--- config.mk ---
export PLATFORM = sky130hd
export DESIGN_NAME = tx
export DESIGN_NICKNAME = d
export VERILOG_FILES = /design/src/rtl/tx_pkg.sv /design/src/rtl/tx.sv
export SDC_FILE = /design/constraint.sdc
export NUM_CORES = 1
export LEC_CHECK = 0
export CORE_MARGIN = 1.5
export CORE_UTILIZATION = 55
export DETAILED_ROUTE_END_ITERATION = 6
export PLACE_DENSITY = 0.79
export REMOVE_ABC_BUFFERS = 1
export SLEW_MARGIN = 20
export SYNTH_ARGS = -nofsm -noshare
export SYNTH_HDL_FRONTEND = slang
export SYNTH_SLANG_ARGS = --single-unit
--- constraint.sdc ---
create_clock -name clk -period 4.2 [get_ports clk]
set_clock_uncertainty 0.1 [all_clocks]
set_input_delay 1.26 -clock clk [delete_from_list [all_inputs] [get_ports clk]]
set_output_delay 1.26 -clock clk [all_outputs]
set_load 0.02 [all_outputs]
--- src/rtl/tx_pkg.sv ---
// Shared link definitions for the router serial links.
//
// Flit width comes from the global PAYLOAD_SIZE / ADDR_SZ defines. When the
// global defines file has not been read first, fall back to the default
// 8-bit payload with 4-bit address so this slice stays self-contained.
//
// Contents:
//   FlitW       - serial frame data width (payload + address)
//   CntW        - bit-counter width for one frame, no wrap within a frame
//   LinkIdle/LinkData/LinkDrain - transmitter state encodings
//   tx_state_e  - transmitter FSM state type

`ifndef PAYLOAD_SIZE
`define PAYLOAD_SIZE 8
`endif

`ifndef ADDR_SZ
`define ADDR_SZ 4
`endif

package tx_pkg;

  localparam int unsigned FlitW = `PAYLOAD_SIZE + `ADDR_SZ;
  localparam int unsigned CntW  = $clog2(FlitW) + 1;

  // Transmitter state encodings, kept next to the receiver's state meanings
  // so both ends of a link read the same numbers in waveforms.
  localparam logic [1:0] LinkIdle  = 2'd0;
  localparam logic [1:0] LinkData  = 2'd1;
  localparam logic [1:0] LinkDrain = 2'd2;

  typedef enum logic [1:0] {
    StIdle  = LinkIdle,
    StData  = LinkData,
    StDrain = LinkDrain
  } tx_state_e;

endpackage

--- src/rtl/tx.sv ---
// Parallel-to-serial link transmitter.
//
// Takes one flit (address + payload) from the router output logic and sends
// it on a 1-bit line as: one high start bit, then FlitW data bits, LSB first,
// then at least one low cycle. A holding register lets one flit wait while
// another is on the wire. Downstream flow control is the receiver's
// channel_busy, sampled only when idle or draining.
//
// Ports:
//   clk          - clock
//   reset        - asynchronous, active-high reset
//   req          - producer offers parallel_in this cycle
//   parallel_in  - flit to send; bit 0 goes out first
//   ready        - holding register empty; accept happens on edge with req & ready
//   channel_busy - downstream receiver busy (receiving or holding a flit)
//   serial_out   - registered serial line, idles low
//   active       - a frame is in flight or waiting for the receiver to drain

module tx
  import tx_pkg::*;
#(
  parameter int    routerid = -1,
  parameter string port     = "unknown"
) (
  input  logic             clk,
  input  logic             reset,
  input  logic             req,
  input  logic [FlitW-1:0] parallel_in,
  output logic             ready,
  input  logic             channel_busy,
  output logic             serial_out,
  output logic             active
);

  tx_state_e        state;
  logic [FlitW-1:0] hold;
  logic             hold_valid;
  logic [FlitW-1:0] shreg;
  logic [CntW-1:0]  cnt;

  logic accept;
  logic launch;
  logic last_bit;

  assign ready    = !hold_valid;
  assign active   = (state != StIdle);
  assign accept   = req && ready;
  assign launch   = (state == StIdle) && hold_valid && !channel_busy;
  assign last_bit = (cnt == CntW'(FlitW - 1));

  // Accept and launch never collide: launch needs hold_valid, accept needs
  // !hold_valid, so hold_valid has a single writer per edge.
  always_ff @(posedge clk or posedge reset) begin
    if (reset) begin
      state      <= StIdle;
      hold       <= '0;
      hold_valid <= 1'b0;
      shreg      <= '0;
      cnt        <= '0;
      serial_out <= 1'b0;
    end else begin
      if (accept) begin
        hold       <= parallel_in;
        hold_valid <= 1'b1;
      end

      unique case (state)
        StIdle: begin
          serial_out <= 1'b0;
          if (launch) begin
            serial_out <= 1'b1;  // start bit
            shreg      <= hold;
            hold_valid <= 1'b0;
            cnt        <= '0;
            state      <= StData;
          end
        end

        StData: begin
          // channel_busy is deliberately ignored mid-frame.
          serial_out <= shreg[0];
          shreg      <= shreg >> 1;
          cnt        <= cnt + 1'b1;
          if (last_bit) begin
            state <= StDrain;
          end
        end

        StDrain: begin
          // Line goes low immediately; hold here until the receiver has
          // handed its flit off so the next start bit is not lost.
          serial_out <= 1'b0;
          if (!channel_busy) begin
            state <= StIdle;
          end
        end

        default: begin
          serial_out <= 1'b0;
          state      <= StIdle;
        end
      endcase
    end
  end

  // A waiting flit on a free, idle link must show its start bit next cycle.
  assert property (@(posedge clk) disable iff (reset) launch |=> serial_out)
    else $error("tx router %0d port %s: start bit missing after launch", routerid, port);

endmodule

======== Yosys cells after proc, flatten, opt, wreduce, memory -nomap -nowiden ========
Cells that the tools add are included.
cells by class
  $add $sub $neg .......................... 1
  multipliers ............................. 0
  div/mod/pow operators ................... 0
  magnitude comparators ................... 0
  equality and inequality tests ........... 6
  shift-type cells ........................ 0
  multiplexer cells ....................... 13
  bitwise operators ....................... 0
  reduce and logical (&&, ||, !) cells .... 10
operators by type and width
  operator                                                                count
  12-bit one-hot mux with 2 select lines                                  1
  12-bit two-way mux                                                      1
  5-bit one-hot mux with 2 select lines                                   1
  2-bit two-way mux                                                       3
  2-bit != test (second input constant)                                   3
  2-bit one-hot mux with 3 select lines                                   1
  5-bit by 1-bit adder with 5-bit output (second input constant)          1
  5-bit by 4-bit equality test with 1-bit output (second input constant)  1
  5-bit two-way mux                                                       1
  1-bit two-way mux                                                       4
  2-bit nonzero test                                                      2
  1-bit logical AND                                                       3
  3-bit AND reduction                                                     1
  2-bit by 1-bit equality test with 1-bit output (second input constant)  1
  2-bit equality test (second input constant)                             1
  1-bit logical NOT                                                       2
  2-bit logical NOT                                                       1
  1-bit one-hot mux with 2 select lines                                   1
  2-bit AND reduction                                                     1
storage, ports and cells
  bits in registers ....................... 33
  bits in latches ......................... 0
  RAM bits ................................ 0
  bits in read-only memories .............. 0
  input bits .............................. 16
  word-level logic and storage cells ...... 36
  memories ................................ 0

======== Logic depth before layout (Yosys ltp) ========
Gate-level depths: netlist of the first run.
  depth after elaboration ................. 5
  depth in mapped cells ................... 6
  mapped depth without buffers ............ 4

======== Least setup slack after synthesis of the first run ========
Ideal clock, no wire load.
  kind .................................... input to register
  start ................................... in channel_busy
  end ..................................... reg shreg[1]
  arrival ................................. 2.092 ns
  slack ................................... 1.883 ns
  stages on the path ...................... 4
  path buffers ............................ 1
  cell sequence ........................... nor2b_1 -> o21ba_2 -> buf_4 -> mux2_2
on the way
  word-level cells in the longest chain between the ends .. 4
RTL lines
  what                           line      RTL
  start, declared                tx.sv:30  input logic channel_busy,
  1-bit logical NOT              n/a
  1-bit logical AND              tx.sv:48  assign launch = (state == StIdle) && hold_valid && !channel_busy;
  2-bit != test (no line)        n/a
  2-bit AND reduction (no line)  n/a
  end signal, assigned           tx.sv:72  shreg <= hold;
  end signal, assigned           tx.sv:82  shreg <= shreg >> 1;
  end, declared                  tx.sv:38  logic [FlitW-1:0] shreg;
No other way between the ends.
A chain may end at the register's enable or synchronous reset.

======== Final worst setup path of the first run ========
  start ................................... reg state[1]
  end ..................................... out active
on the way
  word-level cells in the longest chain between the ends .. 1
RTL lines
  what                    line      RTL
  start, declared         tx.sv:35  tx_state_e state;
  start signal, assigned  tx.sv:55  state <= StIdle;
  start signal, assigned  tx.sv:75  state <= StData;
  start signal, assigned  tx.sv:85  state <= StDrain;
  2-bit nonzero test      tx.sv:46  assign active = (state != StIdle);
  end, declared           tx.sv:32  output logic active
No other way between the ends.

==> impl_metrics.csv, run 1 <==
group,metric,value,unit
outcome,status,"finished, final reports clean",
worst_setup_path,slowest_stage,"clkdlybuf4s50_1",
worst_setup_path,cp_num_buf_inv,1,
detailed_routing,drc,0,
synth,synthTopCellsByArea,"dfrtp_1, mux2_2, mux2_4, buf_6, nor2b_1",
floorplanning,die-height,56.0,um
grt,grt_antenna_before_repair,0,
clocking,cts_hold_buf,0,
clocking,cts_made_buffers,5,
synth,syn_area,0.00155,mm2
cells_and_area,areaGrowthSynthToFinish,15.4,%
detailed_routing,dr_total_vias,906,
timing,finalSetupViolations,0,
timing,finalMaxSlewViolations,0,
cells_and_area,drive_above_1_share,38.5,%
timing,worst_slew_pin_slew,0.471,ns
synth,synth_cells,108,
worst_hold_path,hold_depth,1,
placed_design,hpwl,1810,um
synth,synth_top_area_share,53.4,%
worst_setup_path,cp-endpoint,"active",
worst_setup_path,start_kind,"register",
cells_and_area,utilization,65.8,%
detailed_routing,wl_met2,1290,um
timing,period_share,73.0,%
clocking,cts_tree,"yes",
synth,synth_edf_count,0,
placed_design,postPlaceCellArea,0.00171,mm2
detailed_routing,ant_nets,0,
worst_setup_path,path_cells,"or2_2 > clkdlybuf4s50_1",
worst_setup_path,path_class,"reg -> out",
clocking,cts_buffer_depth,2,
clocking,clock-root-buffer,"clkbuf_4",
cells_and_area,diodes,0,
floorplanning,die_w,56.0,um
power_and_ir_drop,power_density,719,mW/mm2
clocking,htreeDepth,2,
timing,tns,0,ns
clocking,ctsResizeCount,0,
synth,synth_seq_area_share,53.4,%
worst_setup_path,critical-path-top-delay-family,"buffers and inverters",
detailed_routing,wire_per_inst,15.9,um
worst_setup_path,reg2reg_depth,3,
detailed_routing,drt_iter0_markers,28,
clocking,clk_pin_slew_worst_paths,0.10,ns
clocking,cts.sinks,33,
synth,synth.distinct_cells,29,
timing,hold_viol,0,
cells_and_area,multi_input_area,639,um2
worst_setup_path,crit_path_max_fanout,9,
placed_design,place.gp.congestion,0.715,
floorplanning,ioPinCount,19,
worst_setup_path,required,2.84,ns
timing,worst_slack,1.14,ns
floorplanning,placementRows,19,
timing,fmax,326,MHz
clocking,clk-insertion-delay-late,0.34,ns
grt,grt_pass1_vias,959,
worst_setup_path,crit_arrival,1.70,ns
detailed_routing,totalWireLength,2560,um
cells_and_area,final_area,0.00178,mm2
worst_setup_path,cp.depth,2,
cells_and_area,fill_cells,209,
detailed_routing,route.met3.wl,135,um
synth,synth_commonest_cells,"dfrtp_1, mux2_2, mux2_4",
floorplanning,start_util,57.1,%
worst_hold_path,min_path_type,"reg -> reg",
detailed_routing,routed_via_density,5.63,
synth,yosys.area.top_type,"dfrtp_1",
power_and_ir_drop,leakage,0.830,nW
grt,grt_max_degree,34,
worst_setup_path,rrSetupSlack,2.35,ns
flow_run,maxCapViolations,0,
clocking,post_cts_buffers,0,
synth,synth-seq-cells,33,
placed_design,numPortBuffers,18,
grt,grt-ovfl-total,0,
timing,rsz0062_at_grt,"no",
timing,post-route-min-period,3.06,ns
grt,track_usage,19.5,%
worst_setup_path,r2r-start,"state[0]$_DFFE_PP0P_",
synth,syn_area_per_cell,14.3,um2
power_and_ir_drop,vdd_ir_drop_max,483,uV
cells_and_area,seq_area,826,um2
timing,relSlewSlack,68.5,%
synth,async_flop_share,100,%
detailed_routing,top_layer,"met4",
placed_design,pre_cts_slack,1.27,ns
detailed_routing,wl_met1,1080,um
synth,synth_most_common_cell,"dfrtp_1",
floorplanning,die-area,0.00314,mm2
floorplanning,design.core.area,0.00271,mm2
cells_and_area,fin_nets,146,
worst_setup_path,regToRegEndpoint,"shreg[4]$_DFFE_PP0P_",
synth,synth_flop_cell,"dfrtp_1",
worst_setup_path,startpoint,"state[1]$_DFFE_PP0P_",
grt,grt_pass1_wl,4620,um
worst_setup_path,crit_path_max_incr_delay,0.53,ns
worst_setup_path,critPathCaptureType,"output port",
detailed_routing,first_pass_iters,6,
synth,ys.warnings.count,0,
==> state kept, by name, summed over array words and instances (netlist names) <==
name and count:
hold_valid 1, hold 12, shreg 12, state 2
serial_out 1, cnt 5
==> power breakdown <==
part	internal (mW)	switching (mW)	total, mW
sequential	0.466	0.104	0.570
clock	0.0969	0.106	0.202
combinational	0.326	0.184	0.510
==> stage by stage <==
step	power, mW	cells	hold WS [ns]
6_report	1.28	161	0.413
5_1_grt	1.37	161	0.432
4_1_cts	1.29	161	0.414
3_5_place_dp	1.09	153	0.393
3_3_place_gp	1.05	153	0.387
2_1_floorplan	0.953	102	0.366
==> cell families after synthesis <==
| family | share of synthesized area, % |
|---|---|
| AOI/OAI and AO/OA | 6.55 |
| buffers and inverters | 5.26 |
| and+or+nand+nor | 6.23 |
| xor gates and xnor gates | 0.566 |
| muxes | 27.2 |
| DFF | 53.4 |
| adders and majority gates | 0.809 |
==> how the worst min path moves through the flow <==
stage                            end                   from  slack, ns
5_1_grt         shreg[6]$_DFFE_PP0P_   shreg[6]$_DFFE_PP0P_       0.43
3_3_place_gp    shreg[4]$_DFFE_PP0P_   shreg[4]$_DFFE_PP0P_       0.39
4_1_cts         shreg[6]$_DFFE_PP0P_   shreg[6]$_DFFE_PP0P_       0.41
2_1_floorplan  shreg[11]$_DFFE_PP0P_  shreg[11]$_DFFE_PP0P_       0.37
6_report        shreg[6]$_DFFE_PP0P_   shreg[6]$_DFFE_PP0P_       0.41
3_5_place_dp    shreg[6]$_DFFE_PP0P_   shreg[6]$_DFFE_PP0P_       0.39
==> cell usage in the layout (no fill, tap or decap), types with 2 or more instances in the layout <==
master and n:
dfrtp_1 33, mux2_2 24, clkdlybuf4s50_1 18, mux2_4 10, clkbuf_4 5, nor2b_1 4, inv_1 4, nand3_1 3
nor2_1 3, o21bai_1 2, a22o_2 2, o21ai_0 2, clkbuf_8 2, buf_4 2
==> layer usage <==
layer  vias up  GRT usage [%]
met3         7           7.67
li1        421              -
met5         -              0
met2        21           30.4
met1       457           24.3
met4         0           8.16
==> cell type report <==
class | instances | area share (%)
multi-input cells | 65 | 35.8
clock buffers | 7 | 3.65
flip-flops and latches | 33 | 46.3
repair buffers | 20 | 10.9
well taps | 31 | 2.17
inverters | 4 | 0.842
clock inverters | 1 | 0.281
No activity file was read; power rests on OpenSTA's default activity.
==> inputs of run 2 (changes only) <==
--- a/config.mk
+++ b/config.mk
@@ -6,9 +6,9 @@
 export NUM_CORES = 1
 export LEC_CHECK = 0
 export CORE_MARGIN = 1.5
-export CORE_UTILIZATION = 55
+export CORE_UTILIZATION = 54
 export DETAILED_ROUTE_END_ITERATION = 6
-export PLACE_DENSITY = 0.79
+export PLACE_DENSITY = 0.78
 export REMOVE_ABC_BUFFERS = 1
 export SLEW_MARGIN = 20
 export SYNTH_ARGS = -nofsm -noshare
==> constraint.sdc (replaced) <==
create_clock -name clk -period 3.1 [get_ports clk]
set_clock_uncertainty 0.1 [all_clocks]
set_input_delay 0.93 -clock clk [delete_from_list [all_inputs] [get_ports clk]]
set_output_delay 0.93 -clock clk [all_outputs]
set_load 0.02 [all_outputs]
==> run 2 against run 1 <==
Net effect:
- cell area is 0.84% lower
- sequential share of layout area up 0.39 points
- highest routed layer unchanged
- die area up 1.8%
- register-to-register slack worse by 1.1 ns
- clock power grew 22%
- via count down 2.5%
==> impl_metrics.csv, run 2 (same netlist as run 1, synthesis figures left out) <==
group,metric,value,unit
worst_setup_path,r2r-start,"state[0]$_DFFE_PP0P_",
timing,rsz0062_at_grt,"no",
power_and_ir_drop,internal_power,1.18,mW
grt,grt_antenna_before_repair,0,
detailed_routing,dr_total_vias,883,
floorplanning,placementRows,19,
detailed_routing,first_pass_iters,4,
detailed_routing,ant_nets,0,
placed_design,place.gp.congestion,0.744,
floorplanning,die-area,0.00319,mm2
clocking,cts_buffer_depth,2,
worst_setup_path,path_cells,"or2_2 > clkdlybuf4s50_1",
placed_design,numPortBuffers,18,
worst_setup_path,regToRegEndpoint,"shreg[1]$_DFFE_PP0P_",
grt,track_usage,18.1,%
grt,grt_pass1_vias,897,
clocking,cts_made_buffers,5,
cells_and_area,diodes,0,
timing,hold_viol,0,
worst_setup_path,critPathCaptureType,"output port",
floorplanning,ioPinCount,19,
worst_setup_path,crit_path_max_incr_delay,0.55,ns
worst_hold_path,worstHoldStart,"shreg[5]$_DFFE_PP0P_",
clocking,cts_tree,"yes",
worst_setup_path,path_class,"reg -> out",
cells_and_area,areaGrowthSynthToFinish,14.4,%
power_and_ir_drop,switching_power,0.517,mW
power_and_ir_drop,pwr-share-seq,45.2,%
outcome,status,"finished, final reports clean",
floorplanning,start_util,56.6,%
flow_run,maxCapViolations,0,
power_and_ir_drop,power_density,958,mW/mm2
worst_setup_path,critical-path-top-delay-family,"buffers and inverters",
timing,fmax,364,MHz
timing,finalMaxSlewViolations,0,
power_and_ir_drop,p_clk_share,14.6,%
worst_setup_path,start_kind,"register",
worst_hold_path,hold_depth,1,
worst_setup_path,slowest_stage,"clkdlybuf4s50_1",
cells_and_area,fin_nets,146,
power_and_ir_drop,p_total,1.69,mW
timing,relSlewSlack,67.5,%
placed_design,hpwl,1550,um
worst_setup_path,crit_path_max_fanout,9,
detailed_routing,drc,0,
timing,finalSetupViolations,0,
worst_setup_path,crit_arrival,1.72,ns
floorplanning,die-height,56.5,um
cells_and_area,drive_above_1_share,37.2,%
power_and_ir_drop,swShare,30.5,%
cells_and_area,final_cell_mix,"dfrtp_1, mux2_2, clkdlybuf4s50_1",
cells_and_area,reg_top3,"hold: 12 flops, shreg: 12 flops, cnt: 5 flops",
power_and_ir_drop,power_frac_comb,40.2,%
detailed_routing,drt_iter0_markers,25,
grt,grt_pass1_wl,4290,um
power_and_ir_drop,vdd_ir_drop_max,676,uV
clocking,cts_hold_buf,0,
worst_setup_path,required,2.07,ns
timing,period_share,88.6,%
clocking,ctsResizeCount,0,
cells_and_area,final_common_cell,"dfrtp_1",
clocking,clk-insertion-delay-late,0.34,ns
clocking,cts.sinks,33,
detailed_routing,routed_via_density,5.52,
timing,tns,0,ns
detailed_routing,totalWireLength,2420,um
detailed_routing,wire_per_inst,15.1,um
floorplanning,die_w,56.5,um
power_and_ir_drop,leakage,0.820,nW
worst_setup_path,reg2reg_depth,3,
worst_hold_path,holdPathEnd,"shreg[5]$_DFFE_PP0P_",
floorplanning,design.core.area,0.00273,mm2
timing,worst_slew_pin_slew,0.487,ns
timing,post-route-min-period,2.75,ns
clocking,htreeDepth,2,
worst_setup_path,cp_num_buf_inv,1,
grt,grt-ovfl-total,0,
clocking,clk_pin_slew_worst_paths,0.11,ns
clocking,post_cts_buffers,0,
worst_hold_path,min_path_type,"reg -> reg",
clocking,clock-root-buffer,"clkbuf_4",
worst_setup_path,rrSetupSlack,1.21,ns
grt,grt_max_degree,34,
[run 2: cell types whose count changed in the layout (fill, tap and decap cells not counted)]
cell / delta
clkbuf_1: +1
clkbuf_8: -1
clkinv_2: -1
[run 2: worst max-delay path by stage]
stage                            to  cells past startpoint            startpoint  slack, ns
2_1_floorplan   hold[0]$_DFFE_PP0P_                      2                   req       0.94
3_3_place_gp   shreg[3]$_DFFE_PP0P_                      4          channel_busy       0.55
3_5_place_dp   shreg[3]$_DFFE_PP0P_                      4          channel_busy       0.49
4_1_cts                      active                      2  state[1]$_DFFE_PP0P_       0.34
5_1_grt                      active                      2  state[1]$_DFFE_PP0P_       0.30
6_report                     active                      2  state[1]$_DFFE_PP0P_       0.35
[run 2: power by group through the flow]
stage | sequential, mW | clock (mW) | combinational, mW
floorplan | 0.738 | 0 | 0.553
global placement | 0.764 | 0 | 0.658
detailed placement | 0.771 | 0 | 0.685
CTS | 0.765 | 0.254 | 0.691
global route | 0.793 | 0.272 | 0.745
finish | 0.766 | 0.247 | 0.682
[run 2: cell type report]
cell class / count / area (um2)
Fill cell: 211 / 965
Sequential cell: 33 / 826
Multi-Input combinational cell: 65 / 639
Timing Repair Buffer: 20 / 195
Clock buffer: 7 / 55.1
Tap cell: 31 / 38.8
Inverter: 4 / 15.0
[run 2: through the flow]
| stage | util (%) | area (um2) | setup slack, ns | hold slack, ns | instances |
|---|---|---|---|---|---|
| finish | 64.7 | 1770 | 0.353 | 0.413 | 160 |
| global route | 64.7 | 1770 | 0.303 | 0.428 | 160 |
| CTS | 64.7 | 1770 | 0.343 | 0.416 | 160 |
| detailed placement | 62.7 | 1710 | 0.489 | 0.394 | 153 |
| global placement | 62.7 | 1710 | 0.553 | 0.385 | 153 |
| floorplan | - | 1480 | 0.936 | 0.366 | 102 |
[run 2: worst register-to-register path, cell delays in order (launching register included)]
cell and delay (ns):
dfrtp_1 0.50, nor2b_4 0.50, mux2_2 0.40, mux2_2 0.26
[run 2: per-layer routing]
metal / global-route usage [%] / share of wire (%) / wire length (um) / vias up
met4: 10.2 / 1.7 / 42 / 0
met3: 5.07 / 4.7 / 114 / 5
met2: 25.1 / 45 / 1080 / 16
li1: - / - / - / 424
met5: 0 / 0 / 0 / -
met1: 25.3 / 49 / 1180 / 438
==> inputs of run 3 (changes only) <==
--- a/config.mk
+++ b/config.mk
@@ -5,6 +5,7 @@
 export SDC_FILE = /design/constraint.sdc
 export NUM_CORES = 1
 export LEC_CHECK = 0
+export CORE_ASPECT_RATIO = 2
 export CORE_MARGIN = 1.5
 export CORE_UTILIZATION = 54
 export DETAILED_ROUTE_END_ITERATION = 6
==> run 3 against run 2 <==
Net effect:
- global-route usage rose by 1.6 points
- setup slack improved by 0.069 ns
- total power rose by 10%
- utilization rose by 2.1 points
- non-clock buffer count did not move
- maximum frequency rose by 2.6%
- largest power group unchanged
- highest routed layer unchanged
==> impl_metrics.csv, run 3 (same netlist as run 1, synthesis figures left out) <==
group,metric,value,unit
outcome,status,"finished, final reports clean",
floorplanning,design.core.area,0.00274,mm2
cells_and_area,diodes,0,
power_and_ir_drop,leakage,0.847,nW
timing,worst_slack,0.422,ns
floorplanning,die-area,0.00321,mm2
worst_setup_path,reg2reg_depth,3,
cells_and_area,reg_top3,"hold: 12 flops, shreg: 12 flops, cnt: 5 flops",
clocking,clock-root-buffer,"clkbuf_8",
flow_run,maxCapViolations,0,
timing,rsz0062_at_grt,"no",
floorplanning,placementRows,27,
worst_hold_path,holdPathEnd,"hold[6]$_DFFE_PP0P_",
detailed_routing,totalWireLength,2510,um
floorplanning,start_util,56.5,%
worst_setup_path,crit_arrival,1.65,ns
cells_and_area,areaGrowthSynthToFinish,18.2,%
detailed_routing,drt_iter0_markers,24,
clocking,htreeDepth,2,
timing,fmax,373,MHz
worst_setup_path,regToRegEndpoint,"shreg[5]$_DFFE_PP0P_",
timing,period_share,86.4,%
placed_design,place.gp.congestion,0.684,
timing,post-route-min-period,2.68,ns
clocking,cts.sinks,33,
placed_design,hpwl,1770,um
power_and_ir_drop,power_density,1020,mW/mm2
worst_setup_path,start_kind,"register",
detailed_routing,wire_per_inst,15.8,um
cells_and_area,utilization,66.8,%
cells_and_area,fin_nets,146,
grt,grt_pass1_wl,4280,um
clocking,clk-insertion-delay-late,0.28,ns
grt,grt_pass1_vias,967,
timing,finalMaxSlewViolations,0,
worst_setup_path,r2r-start,"state[0]$_DFFE_PP0P_",
grt,grt_max_degree,34,
detailed_routing,drc,0,
worst_setup_path,crit_path_max_fanout,9,
floorplanning,die_w,40.8,um
clocking,cts_hold_buf,0,
timing,relSlewSlack,67.2,%
floorplanning,ioPinCount,19,
grt,grt-ovfl-total,0,
worst_setup_path,path_class,"reg -> out",
worst_hold_path,worstHoldStart,"hold[6]$_DFFE_PP0P_",
timing,worst_slew_pin_slew,0.490,ns
cells_and_area,final_cell_mix,"dfrtp_1, mux2_2, clkdlybuf4s50_1",
cells_and_area,drive_above_1_share,37.7,%
detailed_routing,ant_nets,0,
worst_setup_path,startpoint,"state[1]$_DFFE_PP0P_",
power_and_ir_drop,vdd_ir_drop_max,597,uV
detailed_routing,first_pass_iters,4,
placed_design,numPortBuffers,18,
cells_and_area,final_common_cell,"dfrtp_1",
grt,grt_antenna_before_repair,0,
worst_setup_path,rrSetupSlack,1.23,ns
clocking,post_cts_buffers,0,
placed_design,pre_cts_slack,0.480,ns
timing,finalSetupViolations,0,
worst_hold_path,hold_depth,1,
clocking,ctsResizeCount,0,
clocking,clk_pin_slew_worst_paths,0.07,ns
worst_setup_path,required,2.07,ns
power_and_ir_drop,p_total,1.87,mW
detailed_routing,routed_via_density,5.61,
worst_hold_path,min_path_type,"reg -> reg",
clocking,cts_tree,"yes",
worst_setup_path,critPathCaptureType,"output port",
timing,hold_viol,0,
detailed_routing,dr_total_vias,892,
grt,track_usage,19.6,%
clocking,cts_buffer_depth,2,
floorplanning,die-height,78.7,um
clocking,cts_made_buffers,5,
timing,tns,0,ns
[run 3: cell types whose count changed in the layout (fill, tap and decap cells not counted), sizes merged]
cell,change
bufinv,+1
[run 3: worst max path at each step]
stage	slack, ns	to	depth (start not counted)
final	0.42	active	2
after global routing	0.36	active	2
after CTS	0.42	active	2
after detailed placement	0.48	shreg[4]$_DFFE_PP0P_	4
after global placement	0.55	shreg[3]$_DFFE_PP0P_	4
after floorplan	0.94	hold[0]$_DFFE_PP0P_	2
[run 3: worst max-delay path, cell delays in order (launching register included)]
cell and delay (ns):
dfrtp_1 0.49, or2_2 0.33, clkdlybuf4s50_1 0.54
[run 3: report_power, final]
| part | internal [mW] | total (mW) | switching, mW |
|---|---|---|---|
| registers | 0.633 | 0.767 | 0.135 |
| logic | 0.440 | 0.688 | 0.247 |
| clock network | 0.262 | 0.414 | 0.153 |
[run 3: through the flow]
| stage | instances | hold WS [ns] | cell area [um2] |
|---|---|---|---|
| after detailed placement | 151 | 0.393 | 1710 |
| after global placement | 151 | 0.386 | 1710 |
| after floorplan | 102 | 0.366 | 1480 |
| after CTS | 159 | 0.409 | 1830 |
| final | 159 | 0.405 | 1830 |
| after global routing | 159 | 0.420 | 1830 |
[run 3: final cells by class]
type / instances / area (um2)
clock buffers: 7 / 86.3
repair buffers: 20 / 195
inverters: 4 / 15.0
well taps: 29 / 36.3
clock inverters: 1 / 30.0
flip-flops and latches: 33 / 826
fillers: 210 / 908
multi-input cells: 65 / 639
[run 3: layer usage]
| metal | vias to the layer above | part of all wire (%) | track usage [%] |
|---|---|---|---|
| met5 | - | 0 | 0 |
| met1 | 447 | 39 | 23.8 |
| met2 | 17 | 55 | 29.7 |
| li1 | 423 | - | - |
| met3 | 5 | 3.5 | 6.78 |
| met4 | 0 | 2.3 | 9.00 |
